[config.mk]
export PLATFORM = sky130hd
export DESIGN_NAME = atm_account_server
export DESIGN_NICKNAME = d
export VERILOG_FILES = /design/src/rtl/atm_account_server.sv
export SDC_FILE = /design/constraint.sdc
export NUM_CORES = 1
export LEC_CHECK = 0
export CAP_MARGIN = 20
export CORE_MARGIN = 2
export CORE_UTILIZATION = 55
export DETAILED_ROUTE_END_ITERATION = 10
export PLACE_DENSITY = 0.83
export SLEW_MARGIN = 0
export SYNTH_ARGS = -nofsm -noshare
export SYNTH_HDL_FRONTEND = slang
export SYNTH_SLANG_ARGS = --single-unit
[constraint.sdc]
create_clock -name clock -period 4.7 [get_ports clock]
set_input_delay 0.94 -clock clock [delete_from_list [all_inputs] [get_ports clock]]
set_output_delay 0.94 -clock clock [all_outputs]
set_load 0.05 [all_outputs]
[src/rtl/atm_account_server.sv]
// -----------------------------------------------------------------------------
// atm_account_server
//
// Back-end responder for the ATM front-end. Holds one account: PIN, balance,
// session authentication flag and the consecutive wrong-PIN counter. Each
// request is accepted on a valid/ready pair, processed for LATENCY cycles, and
// answered on a second valid/ready pair.
//
// Handshake rule (both channels): a transfer happens on a rising clock edge
// where valid and ready are both 1. The side raising valid keeps valid and its
// payload stable until that edge. Ready may change freely.
//
// Ports:
//   clock, reset_n        clock, asynchronous active-low reset
//   req_valid/req_ready   request channel (front-end -> this block)
//   req_op                00 deposit, 01 balance, 10 withdraw, 11 verify PIN
//   req_password          PIN checked by op 11
//   req_amount            deposit/withdraw amount
//   session_end           1-cycle pulse, drops authentication
//   rsp_valid/rsp_ready   response channel (this block -> front-end)
//   rsp_ok                request succeeded
//   rsp_incorrectpswd     wrong PIN, not authenticated, or account locked
//   rsp_nobalance         withdraw larger than balance
//   rsp_balance           balance after the operation
//   locked                sticky lockout after MAX_TRIES wrong PINs
//   state_dbg             current FSM state, for observation only
// -----------------------------------------------------------------------------
module atm_account_server #(
  parameter logic [3:0]  PIN          = 4'b0110,
  parameter int unsigned BAL_W        = 10,
  parameter int unsigned INIT_BALANCE = 100,
  parameter int unsigned MAX_TRIES    = 3,
  parameter int unsigned LATENCY      = 2
) (
  input  logic             clock,
  input  logic             reset_n,
  input  logic             req_valid,
  output logic             req_ready,
  input  logic [1:0]       req_op,
  input  logic [3:0]       req_password,
  input  logic [6:0]       req_amount,
  input  logic             session_end,
  output logic             rsp_valid,
  input  logic             rsp_ready,
  output logic             rsp_ok,
  output logic             rsp_incorrectpswd,
  output logic             rsp_nobalance,
  output logic [BAL_W-1:0] rsp_balance,
  output logic             locked,
  output logic [1:0]       state_dbg
);

  typedef enum logic [1:0] {
    S_IDLE    = 2'd0,
    S_PROCESS = 2'd1,
    S_RESPOND = 2'd2,
    S_LOCKED  = 2'd3
  } state_t;

  localparam logic [1:0] OP_DEPOSIT  = 2'b00;
  localparam logic [1:0] OP_BALANCE  = 2'b01;
  localparam logic [1:0] OP_WITHDRAW = 2'b10;
  localparam logic [1:0] OP_VERIFY   = 2'b11;

  localparam int unsigned CNT_W = (LATENCY > 1) ? $clog2(LATENCY) : 1;
  localparam logic [CNT_W-1:0] CNT_LAST = CNT_W'(LATENCY - 1);
  localparam logic [BAL_W-1:0] BAL_INIT = BAL_W'(INIT_BALANCE);
  localparam logic [2:0]       TRIES_MAX = 3'(MAX_TRIES);

  state_t state, state_nx;

  // Request fields captured at accept
  logic [1:0]       op_q;
  logic [3:0]       pwd_q;
  logic [6:0]       amt_q;
  logic             auth_q;

  // Account state
  logic             auth;
  logic [2:0]       tries;
  logic             locked_q;
  logic [BAL_W-1:0] balance;
  logic [CNT_W-1:0] cnt;

  // Registered response flags
  logic             ok_q;
  logic             inc_q;
  logic             nob_q;

  // Commit results
  logic             last_cycle;
  logic             res_ok;
  logic             res_inc;
  logic             res_nob;
  logic [BAL_W-1:0] res_bal;
  logic             res_auth_set;
  logic             res_auth_clr;
  logic [2:0]       res_tries;
  logic             res_lock;
  logic [BAL_W:0]   dep_sum;
  logic [2:0]       tries_inc;

  // ---------------------------------------------------------------------------
  // FSM: state register
  // ---------------------------------------------------------------------------
  always_ff @(posedge clock or negedge reset_n) begin
    if (!reset_n) begin
      state <= S_IDLE;
    end else begin
      state <= state_nx;
    end
  end

  // ---------------------------------------------------------------------------
  // FSM: next state and handshake outputs
  // ---------------------------------------------------------------------------
  always_comb begin
    state_nx  = state;
    req_ready = 1'b0;
    rsp_valid = 1'b0;
    case (state)
      S_IDLE: begin
        req_ready = 1'b1;
        if (req_valid) state_nx = S_PROCESS;
      end
      S_PROCESS: begin
        if (last_cycle) state_nx = S_RESPOND;
      end
      S_RESPOND: begin
        rsp_valid = 1'b1;
        if (rsp_ready) state_nx = locked_q ? S_LOCKED : S_IDLE;
      end
      S_LOCKED: begin
        req_ready = 1'b1;
        if (req_valid) state_nx = S_RESPOND;
      end
      default: state_nx = S_IDLE;
    endcase
  end

  assign last_cycle = (state == S_PROCESS) && (cnt == CNT_LAST);

  // ---------------------------------------------------------------------------
  // Operation evaluation, using the auth value latched at accept
  // ---------------------------------------------------------------------------
  assign dep_sum   = {1'b0, balance} + (BAL_W + 1)'(amt_q);
  assign tries_inc = tries + 3'd1;

  always_comb begin
    res_ok       = 1'b0;
    res_inc      = 1'b0;
    res_nob      = 1'b0;
    res_bal      = balance;
    res_auth_set = 1'b0;
    res_auth_clr = 1'b0;
    res_tries    = tries;
    res_lock     = 1'b0;
    if (op_q == OP_VERIFY) begin
      if (pwd_q == PIN) begin
        res_ok       = 1'b1;
        res_auth_set = 1'b1;
        res_tries    = 3'd0;
      end else begin
        res_inc      = 1'b1;
        res_auth_clr = 1'b1;
        res_tries    = tries_inc;
        res_lock     = (tries_inc >= TRIES_MAX);
      end
    end else if (!auth_q) begin
      res_inc = 1'b1;
    end else begin
      case (op_q)
        OP_DEPOSIT: begin
          // Overflow beyond BAL_W bits rejects the deposit with no flag set
          if (!dep_sum[BAL_W]) begin
            res_ok  = 1'b1;
            res_bal = dep_sum[BAL_W-1:0];
          end
        end
        OP_BALANCE: begin
          res_ok = 1'b1;
        end
        OP_WITHDRAW: begin
          if (BAL_W'(amt_q) > balance) begin
            res_nob = 1'b1;
          end else begin
            res_ok  = 1'b1;
            res_bal = balance - BAL_W'(amt_q);
          end
        end
        default: ;
      endcase
    end
  end

  // ---------------------------------------------------------------------------
  // Datapath registers
  // ---------------------------------------------------------------------------
  always_ff @(posedge clock or negedge reset_n) begin
    if (!reset_n) begin
      op_q     <= 2'b00;
      pwd_q    <= 4'd0;
      amt_q    <= 7'd0;
      auth_q   <= 1'b0;
      auth     <= 1'b0;
      tries    <= 3'd0;
      locked_q <= 1'b0;
      balance  <= BAL_INIT;
      cnt      <= '0;
      ok_q     <= 1'b0;
      inc_q    <= 1'b0;
      nob_q    <= 1'b0;
    end else begin
      if (state == S_IDLE && req_valid) begin
        op_q   <= req_op;
        pwd_q  <= req_password;
        amt_q  <= req_amount;
        auth_q <= auth;
        cnt    <= '0;
      end

      if (state == S_PROCESS && !last_cycle) begin
        cnt <= cnt + 1'b1;
      end

      if (last_cycle) begin
        balance <= res_bal;
        tries   <= res_tries;
        ok_q    <= res_ok;
        inc_q   <= res_inc;
        nob_q   <= res_nob;
        if (res_lock) locked_q <= 1'b1;
      end

      // Locked account: every request is refused, nothing else changes
      if (state == S_LOCKED && req_valid) begin
        ok_q  <= 1'b0;
        inc_q <= 1'b1;
        nob_q <= 1'b0;
      end

      // session_end has priority over a verify-success commit
      if (session_end) begin
        auth <= 1'b0;
      end else if (last_cycle && res_auth_set) begin
        auth <= 1'b1;
      end else if (last_cycle && res_auth_clr) begin
        auth <= 1'b0;
      end
    end
  end

  assign rsp_ok            = ok_q;
  assign rsp_incorrectpswd = inc_q;
  assign rsp_nobalance     = nob_q;
  assign rsp_balance       = balance;
  assign locked            = locked_q;
  assign state_dbg         = state;

endmodule

==> out/summary.txt <==
CP endpoint kind: primary output
Fmax: 345.2 MHz
H-tree levels: 2
Setup TNS: 0 ns
Die width: 67.24 µm
Drt first-iter violations: 81
Hold Worst Slack: 0.4929 ns
Initial Util: 58.76%
CTS tree: yes
Arr. time, crit path: 1.96 ns
Worst EP required: 3.76 ns
Main combinational cell family by area after synthesis: compound AO/OA/AOI/OAI gates
Worst Hold Class: register to register
DRC viols: 0
XOR/XNOR Fraction of Synth Area: 3.584%
CP peak stage delay: 0.79 ns
Worst Max-Slew Pin Slew: 1.063 ns
GR Util All Layers: 23.06%
Count leader, synth: dfrtp_1
Avg Cell Area, Syn: 10.14 µm²
I/O Buffers: 35
EDFF count, synth: 0
Area fraction in compound gates after synthesis: 16.61%
Final WL: 4.365 mm
Grt ovf: 0
Mapped Area: 0.002200 mm²
DPL Wire Length: 3.337 mm
Yosys reg bits: 35
Fin crit period: 2.897 ns
Final nets: 295
Ys async rst share: 100.0%
Clk_lat worst skew: 0.30 ns
Area grow syn2layout: 22.13%
R2R Path Start: rsp_balance[0]
DRT Pass-1 Iters: 4
Largest net degree at the start of global routing: 36
YS warnings: 0
DR WL/cell: 14.41 µm
HP Start: pwd_q[2]
Crit start category: register
Synth top area share: 36.41%
Top Ports: 36
Crit path cell chain: inv_1, ha_1, inv_1, clkdlybuf4s50_1
Slew HR: 28.96%
Overall power: 1.632 mW
Final Cycle Share: 61.64%
DP Area: 0.002587 mm²
Status: finished clean
Clk sinks: 35
Synth unique cells: 49
Cell taking the most area after synthesis: dfrtp_1
Worst-path clk slew: 0.07 ns
Main area contributors after synthesis: dfrtp_1 (36%), ha_1 (12%), mux2_1 (7.7%)
Cell mode on critical path: inv_1
Maxcap violations: 0
Antenna violations before repair: 0
P per Cell Area: 607.4 mW/mm²
Critical Path Start: state_dbg[0]
Final Hold Fails: 0
Finished Core Util: 71.76%
Gpl congestion: 0.8593
Max Clock Skew: 0.008588 ns
Crit Path Category: register to primary output
Reg area: 879.6 µm²
Via count: 1,698
Die Area: 0.004521 mm²
DIE HEIGHT: 67.24 µm
# hold bufs at CTS: 0
Slew Viols, Final: 0
Fill count: 300
# diodes: 0
Finished Cell Area: 0.002686 mm²
Clock Root Buffer: clkbuf_8
Post-CTS Repair Setup Buffers: 0
Post-synth top cells: dfrtp_1 (32), ha_1 (21), nand2_1 (19)
Main flop type after synthesis: dfrtp_1
Static Leak: 1.191 nW
RSZ-0062 raised after global routing: no
Maximum resistive drop on vdd: 0.3071 mV
Multiplexer share of the synthesized area: 8.134%
Synth Area in Adders: 13.77%
Simple-gate share of the synthesized area: 13.82%
Footprint of the multi-input gates: 0.001230 mm²
FP Rows: 22
CP max stage cell: clkdlybuf4s50_1
Finish-stage setup viols: 0
Max clock buf depth: 2
First-pass GRT wire length: 7.693 mm
Placeable Area: 0.003744 mm²
Synth Instances: 217
Post-synthesis sequential area ratio: 39.99%
Vias per inst: 5.604
Cts repair resizes: 0
Net Count, Synth: 258
Vias in the first global route: 1,647
DRT antenna net count: 0
TritonCTS buffer count: 5
Worst-path fanout max: 4
Share of cells above drive strength 1: 7.843%
final timing paths:
kind                            depth (start not counted)  slack [ns]                 to
min in group asynchronous                               2        1.06  rsp_incorrectpswd
worst max register to register                          8        1.89     rsp_balance[9]
worst min register to register                          1        0.49           pwd_q[2]
worst max-delay path                                    4        1.80          req_ready
max in group asynchronous                               2        3.31     rsp_balance[5]
worst min-delay path                                    1        0.49           pwd_q[2]
kinds of logic (layout without fill, tap and decap cells):
| logic type | Yosys count | after routing |
|---|---|---|
| AND/OR/NAND/NOR | 61 | 61 |
| flip-flops | 35 | 35 |
| AO/OA/AOI/OAI | 51 | 51 |
| multiplexers | 16 | 16 |
| XOR/XNOR | 9 | 9 |
| buffers and inverters | 22 | 60 |
| adder cells (fa/ha/maj) | 23 | 23 |
metrics by stage:
step                      std cells  setup slack (ns)
after floorplan                 217             2.031
after global placement          295             2.002
after detailed placement        295             1.908
after CTS                       303             1.788
after global routing            303             1.602
final                           303             1.803
cell usage in the layout (no fill, tap or decap), types with 3 or more instances in the layout:
master | netlist | routed
nor2b_1 | 4 | 4
mux2_1 | 15 | 15
dfrtp_1 | 32 | 32
nor3_1 | 3 | 3
clkdlybuf4s50_1 | 0 | 35
nand2b_1 | 3 | 3
dfstp_2 | 3 | 3
clkbuf_8 | 0 | 6
a211oi_1 | 5 | 5
o21ai_0 | 3 | 3
nand3_1 | 5 | 5
o21ai_1 | 7 | 7
xnor2_1 | 7 | 7
nor2_1 | 17 | 17
nand2_1 | 19 | 19
a21oi_1 | 14 | 14
ha_1 | 21 | 21
inv_1 | 16 | 16
layer usage:
| layer | GRT usage (%) | vias up | part of all wire [%] |
|---|---|---|---|
| met5 | 0 | - | 0 |
| met4 | 8.673 | 0 | 2.1 |
| met3 | 6.500 | 9 | 4.4 |
| met2 | 33.29 | 46 | 44 |
| met1 | 32.87 | 805 | 49 |
| li1 | - | 838 | - |
report_power, final:
part           leakage [nW]  internal, mW  switching (mW)
clock network        0.0474         0.119           0.114
registers             0.433         0.408           0.115
logic                 0.711         0.347           0.528
worst max-delay path: cells and delay by family, from the launching register on:
family	cells	cell delay, ns
adder cells (fa/ha/maj)	1	0.31
flip-flops	1	0.41
buffers and inverters	3	0.95
sequential cells by signal, indices dropped and copies added (netlist names):
| name | cells |
|---|---|
| rsp_ok | 1 |
| auth_q | 1 |
| auth | 1 |
| rsp_nobalance | 1 |
| op_q | 2 |
| cnt | 1 |
| state_dbg | 2 |
| locked | 1 |
| rsp_incorrectpswd | 1 |
| pwd_q | 4 |
| tries | 3 |
| rsp_balance | 10 |
| amt_q | 7 |
final cells by class:
type | count | share of cell area [%]
clock buffer | 6 | 3.074
clock inverter | 2 | 0.6055
inverter | 16 | 2.236
multi-input combinational | 160 | 45.78
sequential | 35 | 32.74
tap | 48 | 2.236
timing repair buffer | 36 | 13.32
Power figures use the tool's default switching activity.
==> edit 1, RTL diff (same flow settings) <==
Put one more register stage on the output `state_dbg`, cleared by the reset. The value now appears one clock later. The other outputs are not delayed to match.
--- a/src/rtl/atm_account_server.sv
+++ b/src/rtl/atm_account_server.sv
@@ -256,5 +256,11 @@
   assign rsp_balance       = balance;
   assign locked            = locked_q;
-  assign state_dbg         = state;
+  always_ff @(posedge clock or negedge reset_n) begin
+    if (!reset_n) begin
+      state_dbg <= '0;
+    end else begin
+      state_dbg <= state;
+    end
+  end
 
 endmodule
Formal check against the unedited RTL: not equivalent (Yosys sat finds a counterexample within 4 cycles, from zero or initial values and one cycle with reset_n low).
==> edit 1 against the original RTL <==
Sequential cell count increased by 2; count of clock-buffer cells in the layout unchanged; power increased by 3.1%; cell area increased by 2.3%; setup slack improved by 3.3 ps; critical path depth unchanged; synthesized area increased by 2.3%; wire length decreased by 2.7%.
==> edit 1: results (changes against the original RTL) <==
Status
  – Run status: finished, final reports clean

Setup path
  – Delay of the slowest cell on the worst path: 790 ps (about the same)

Clocking
  – Clock root buffer master: sky130_fd_sc_hd__clkbuf_8
  – Clock latency on the worst-skew pair: 300 ps (about the same)

Drt
  – Average detailed-routed wire length per instance: 13.8 µm (-4.0%)
  – Vias/cell: 5.57 (-0.61%)
  – Drt initial violations: 103 (+27%)
  – Via count: 1710 (+0.71%)

Synthesis
  – Syn Area/Cell: 10.3 µm² (+1.3%)
  – Synthesized net count: 260 (+0.78%)
  – Fraction of the mapped netlist area in adder cells: 0.135 (-0.00306)
  – Synthesized-area fraction occupied by xor and xnor cells: 0.0350 (-0.000797)
  – Ranking of synthesized cells by area: sky130_fd_sc_hd__dfrtp_1 38%, sky130_fd_sc_hd__ha_1 12%, sky130_fd_sc_hd__mux2_1 7.5%
  – Most frequent cells after synthesis: 34 x sky130_fd_sc_hd__dfrtp_1, 21 x sky130_fd_sc_hd__ha_1, 19 x sky130_fd_sc_hd__nand2_1, 17 x sky130_fd_sc_hd__nor2_1, 16 x sky130_fd_sc_hd__inv_1
  – Synth Area in Compound Gates: 0.162 (-0.00370)
  – Sequential element share of the synthesized area: 0.413 (+0.0134)
  – Multiplexer fraction of the synthesized cell area: 0.0795 (-0.00181)

Global route
  – Aggregate global-route resource usage: 0.208 (-0.0225)
  – Number of global-route vias before repair: 1608 (-2.4%)
  – Global-route wire length before repair: 7220 µm (-6.2%)
  – Largest net degree at the start of global routing: 38 (+5.6%)

Pwr
  – Leakage power figure: 1.22 nW (+2.7%)
  – Worst ir drop on vdd: 0.000281 V (-8.6%)

Placement
  – Gpl congestion: 0.877 (+2.0%)
  – Hpwl dp: 3150 µm (-5.6%)

Timing
  – Worst hold slack: 457 ps (-35.5 ps)
  – Clk_skew: 11.7 ps (+3.08 ps)
  – Slew at the pin with the worst max-slew slack: 975 ps (-88.0 ps)

Layout
  – Count of fill cells added during filler insertion: 311 (+3.7%)
  – Final Net Count: 297 (+0.68%)
==> edit 1: where the power goes <==
| part | switching (mW) | internal, mW |
|---|---|---|
| Sequential | 0.110 | 0.433 |
| Clock | 0.112 | 0.157 |
| Combinational | 0.522 | 0.347 |
| Total | 0.744 | 0.938 |
==> edit 1: logic make-up after synthesis <==
family | count (synthesis)
multiplexers | 16
AND/OR/NAND/NOR | 61
XOR/XNOR | 9
AO/OA/AOI/OAI | 51
buffers and inverters | 22
adder cells (fa/ha/maj) | 23
flip-flops | 37
==> edit 1: area by class of cell <==
class	instances	area (µm²)	share of cell area
clock inverters	2	35.0	0.0128
well taps	50	62.6	0.0228
clock buffers	6	72.6	0.0264
multi-input cells	160	1230	0.448
inverters	16	60.1	0.0219
repair buffers	36	358	0.130
flip-flops and latches	37	930	0.338
==> edit 1: stage by stage <==
step                       util  instance area [µm²]  setup slack, ps  total power, mW
after floorplan               -                 2250             2030             1.19
after CTS                 0.692                 2750             1790             1.69
after global routing      0.692                 2750             1690             1.81
after detailed placement  0.665                 2640             1890             1.41
final                     0.692                 2750             1810             1.68
after global placement    0.665                 2640             1980             1.38
==> edit 1: worst paths after layout <==
path                                              end                        from  cells past startpoint
setup / recovery                            req_ready        state[0]$_DFFE_PN0P_                      4
hold / removal                 state_dbg[0]$_DFF_PN0_        state[0]$_DFFE_PN0P_                      0
setup reg to reg           rsp_balance[8]$_DFFE_PN0P_  rsp_balance[0]$_DFFE_PN0P_                      8
hold reg to reg                state_dbg[0]$_DFF_PN0_        state[0]$_DFFE_PN0P_                      0
max in group asynchronous  rsp_balance[2]$_DFFE_PN1P_                     reset_n                      2
min in group asynchronous        state[1]$_DFFE_PN0P_                     reset_n                      2
==> edit 1: layer usage <==
metal  vias to the layer above  wire, µm  global-route usage
met5                         -         0                   0
met4                         0        70               0.100
met3                         7       175              0.0576
met2                        40      1990               0.316
met1                       813      2010               0.275
li1                        850         -                   -
==> edit 2, RTL diff (config.mk and constraints unchanged) <==
Without the edit above. `BAL_W`: 10 -> 11.
--- a/src/rtl/atm_account_server.sv
+++ b/src/rtl/atm_account_server.sv
@@ -28,5 +28,5 @@
 module atm_account_server #(
   parameter logic [3:0]  PIN          = 4'b0110,
-  parameter int unsigned BAL_W        = 10,
+  parameter int unsigned BAL_W        = 11,
   parameter int unsigned INIT_BALANCE = 100,
   parameter int unsigned MAX_TRIES    = 3,
Interface: changed (resized rsp_balance); port bits go from 36 to 37. The function was not compared with the original's and may differ.
==> edit 2 against the original RTL <==
Synthesized area is 6.1% higher; non-clock buffer count is 1 higher; sequential cell count is 1 higher; setup slack worse by 45 ps; cell area is 4.0% higher; count of clock-buffer cells in the layout is 1 lower; core utilization is 2.4 points lower; wire length is 9.9% higher; critical path depth stayed put; register-to-register slack better by 240 ps; worst hold slack worse by 1.7 ps; power is 15% higher; largest cell class unchanged.
==> edit 2: results (changes against the original RTL) <==
Clocking
  – Post-CTS setup buffers: 0 (unchanged)
  – Maximum buffer depth of the clock tree: 2 (unchanged)
  – Clock slew at reported path FFs: 80 ps
  – Clock root buffer master: sky130_fd_sc_hd__clkbuf_8
  – Clock buffer count from CTS: 5 (unchanged)
  – CTS resizes: 0 (unchanged)
  – H-Tree Depth: 2 (unchanged)
  – Clock latency on the worst-skew pair: 300 ps (about the same)

Drt
  – Highest metal layer with signal wires: met4
  – Metal3 WL: 220 µm (+13%)
  – Detailed-route DRC error count: 0 (unchanged)
  – Met2 wire length: 2270 µm (+17%)
  – Detailed-router iteration count before antenna repair: 4 (unchanged)
  – Drt initial violations: 117 (+44%)
  – Via count: 1830 (+7.8%)
  – M1 WL: 2230 µm (+3.7%)
  – Number of routed nets with antenna violations: 0 (unchanged)
  – Average detailed-routed wire length per instance: 14.8 µm (+2.8%)
  – Vias/cell: 5.65 (+0.79%)

Setup path
  – Top Family by Delay on Critical Path: buffers and inverters
  – Maximum fanout along the worst path: 5 (+1)
  – Delay of the slowest cell on the worst path: 790 ps (about the same)
  – Data arrival time of the worst path: 2000 ps (+40 ps)
  – Slowest CP cell: sky130_fd_sc_hd__clkdlybuf4s50_1

Synthesis
  – Unique cell type count in the Yosys netlist: 49 (unchanged)
  – Syn Area/Cell: 9.81 µm² (-3.2%)
  – Ranking of synthesized cells by area: sky130_fd_sc_hd__dfrtp_1 35%, sky130_fd_sc_hd__ha_1 11%, sky130_fd_sc_hd__mux2_2 7.2%
  – Sequential element share of the synthesized area: 0.387 (-0.0124)
  – Most frequent cells after synthesis: 33 x sky130_fd_sc_hd__dfrtp_1, 26 x sky130_fd_sc_hd__nand2_1, 21 x sky130_fd_sc_hd__ha_1, 19 x sky130_fd_sc_hd__inv_1, 15 x sky130_fd_sc_hd__mux2_2
  – Top_reg_cell synth: sky130_fd_sc_hd__dfrtp_1
  – Synthesized net count: 279 (+8.1%)

Placement
  – Placement Setup Slack: 2090 ps (+179 ps)
  – IO buf count: 36 (+2.9%)
  – Cell Area, Placed: 0.00271 mm² (+4.5%)
  – Placed insts: 316 (+7.1%)
  – Gpl congestion: 0.857 (-0.33%)
  – Hpwl dp: 3590 µm (+7.5%)

Timing
  – Slew headroom: 0.567 (+0.277)
  – Number of failing hold endpoints at the final stage: 0 (unchanged)
  – Clk_skew: 9.03 ps (+0.443 ps)

Global route
  – Aggregate global-route resource usage: 0.220 (-0.0104)
  – Global routing usage on met1: 0.286 (-0.0428)
  – Global-route wire length before repair: 8340 µm (+8.4%)
  – M2 GR Usage: 0.355 (+0.0218)
  – Grt met3 use: 0.0541 (-0.0109)
  – Largest net degree at the start of global routing: 37 (+2.8%)

Pwr
  – Worst ir drop on vdd: 0.000364 V (+18%)
  – Leakage power figure: 1.26 nW (+6.0%)

Layout
  – Final Net Count: 314 (+6.4%)
  – Ant. Diodes: 0 (unchanged)
  – Flip-flop count of the largest register, all copies and words added: 11 (+1)
  – Layout cells sized above 1: 0.113 (+0.0347)

Status
  – Run status: finished, final reports clean

Min path
  – Class of the tightest hold or removal check: flip-flop to flip-flop
## edit 2: cell count changes in the layout (fill, tap and decap cells not counted), sizes merged, moves of 4 or more
cell   before  now
a21o        0    5
nor2       17   13
xor2        2    9
nand2      19   26
xnor2       7    1
## edit 2: worst paths after layout
path / from / to / slack [ps] / cells after the start
max: state_dbg[1]$_DFFE_PN0P_ / req_ready / 1760 / 4
min: rsp_balance[2]$_DFFE_PN1P_ / rsp_balance[2]$_DFFE_PN1P_ / 490 / 2
max reg2reg: amt_q[1]$_DFFE_PN0P_ / rsp_balance[6]$_DFFE_PN1P_ / 2130 / 7
min reg2reg: rsp_balance[2]$_DFFE_PN1P_ / rsp_balance[2]$_DFFE_PN1P_ / 490 / 2
max in group asynchronous: reset_n / rsp_balance[2]$_DFFE_PN1P_ / 3300 / 2
min in group asynchronous: reset_n / rsp_balance[1]$_DFFE_PN0P_ / 1040 / 2
## edit 2: cells by family after synthesis
| kind of cell | after synthesis | share of synthesized area |
|---|---|---|
| simple gates | 69 | 0.143 |
| flops | 36 | 0.387 |
| mux | 16 | 0.0766 |
| buf+inv | 28 | 0.0563 |
| fa+ha+maj | 23 | 0.130 |
| xor+xnor | 10 | 0.0375 |
| compound gates | 56 | 0.170 |
## edit 2: where the power goes
part,switching (mW),internal (mW)
Combinational,0.647,0.444
Clock,0.119,0.103
Sequential,0.133,0.436
## edit 2: cell type report
cell class | count | area (µm²)
Inverter | 19 | 71.3
Sequential cell | 36 | 905
Multi-Input combinational cell | 174 | 1300
Fill cell | 309 | 1240
Timing Repair Buffer | 37 | 368
Clock inverter | 3 | 18.8
Tap cell | 50 | 62.6
Clock buffer | 5 | 68.8
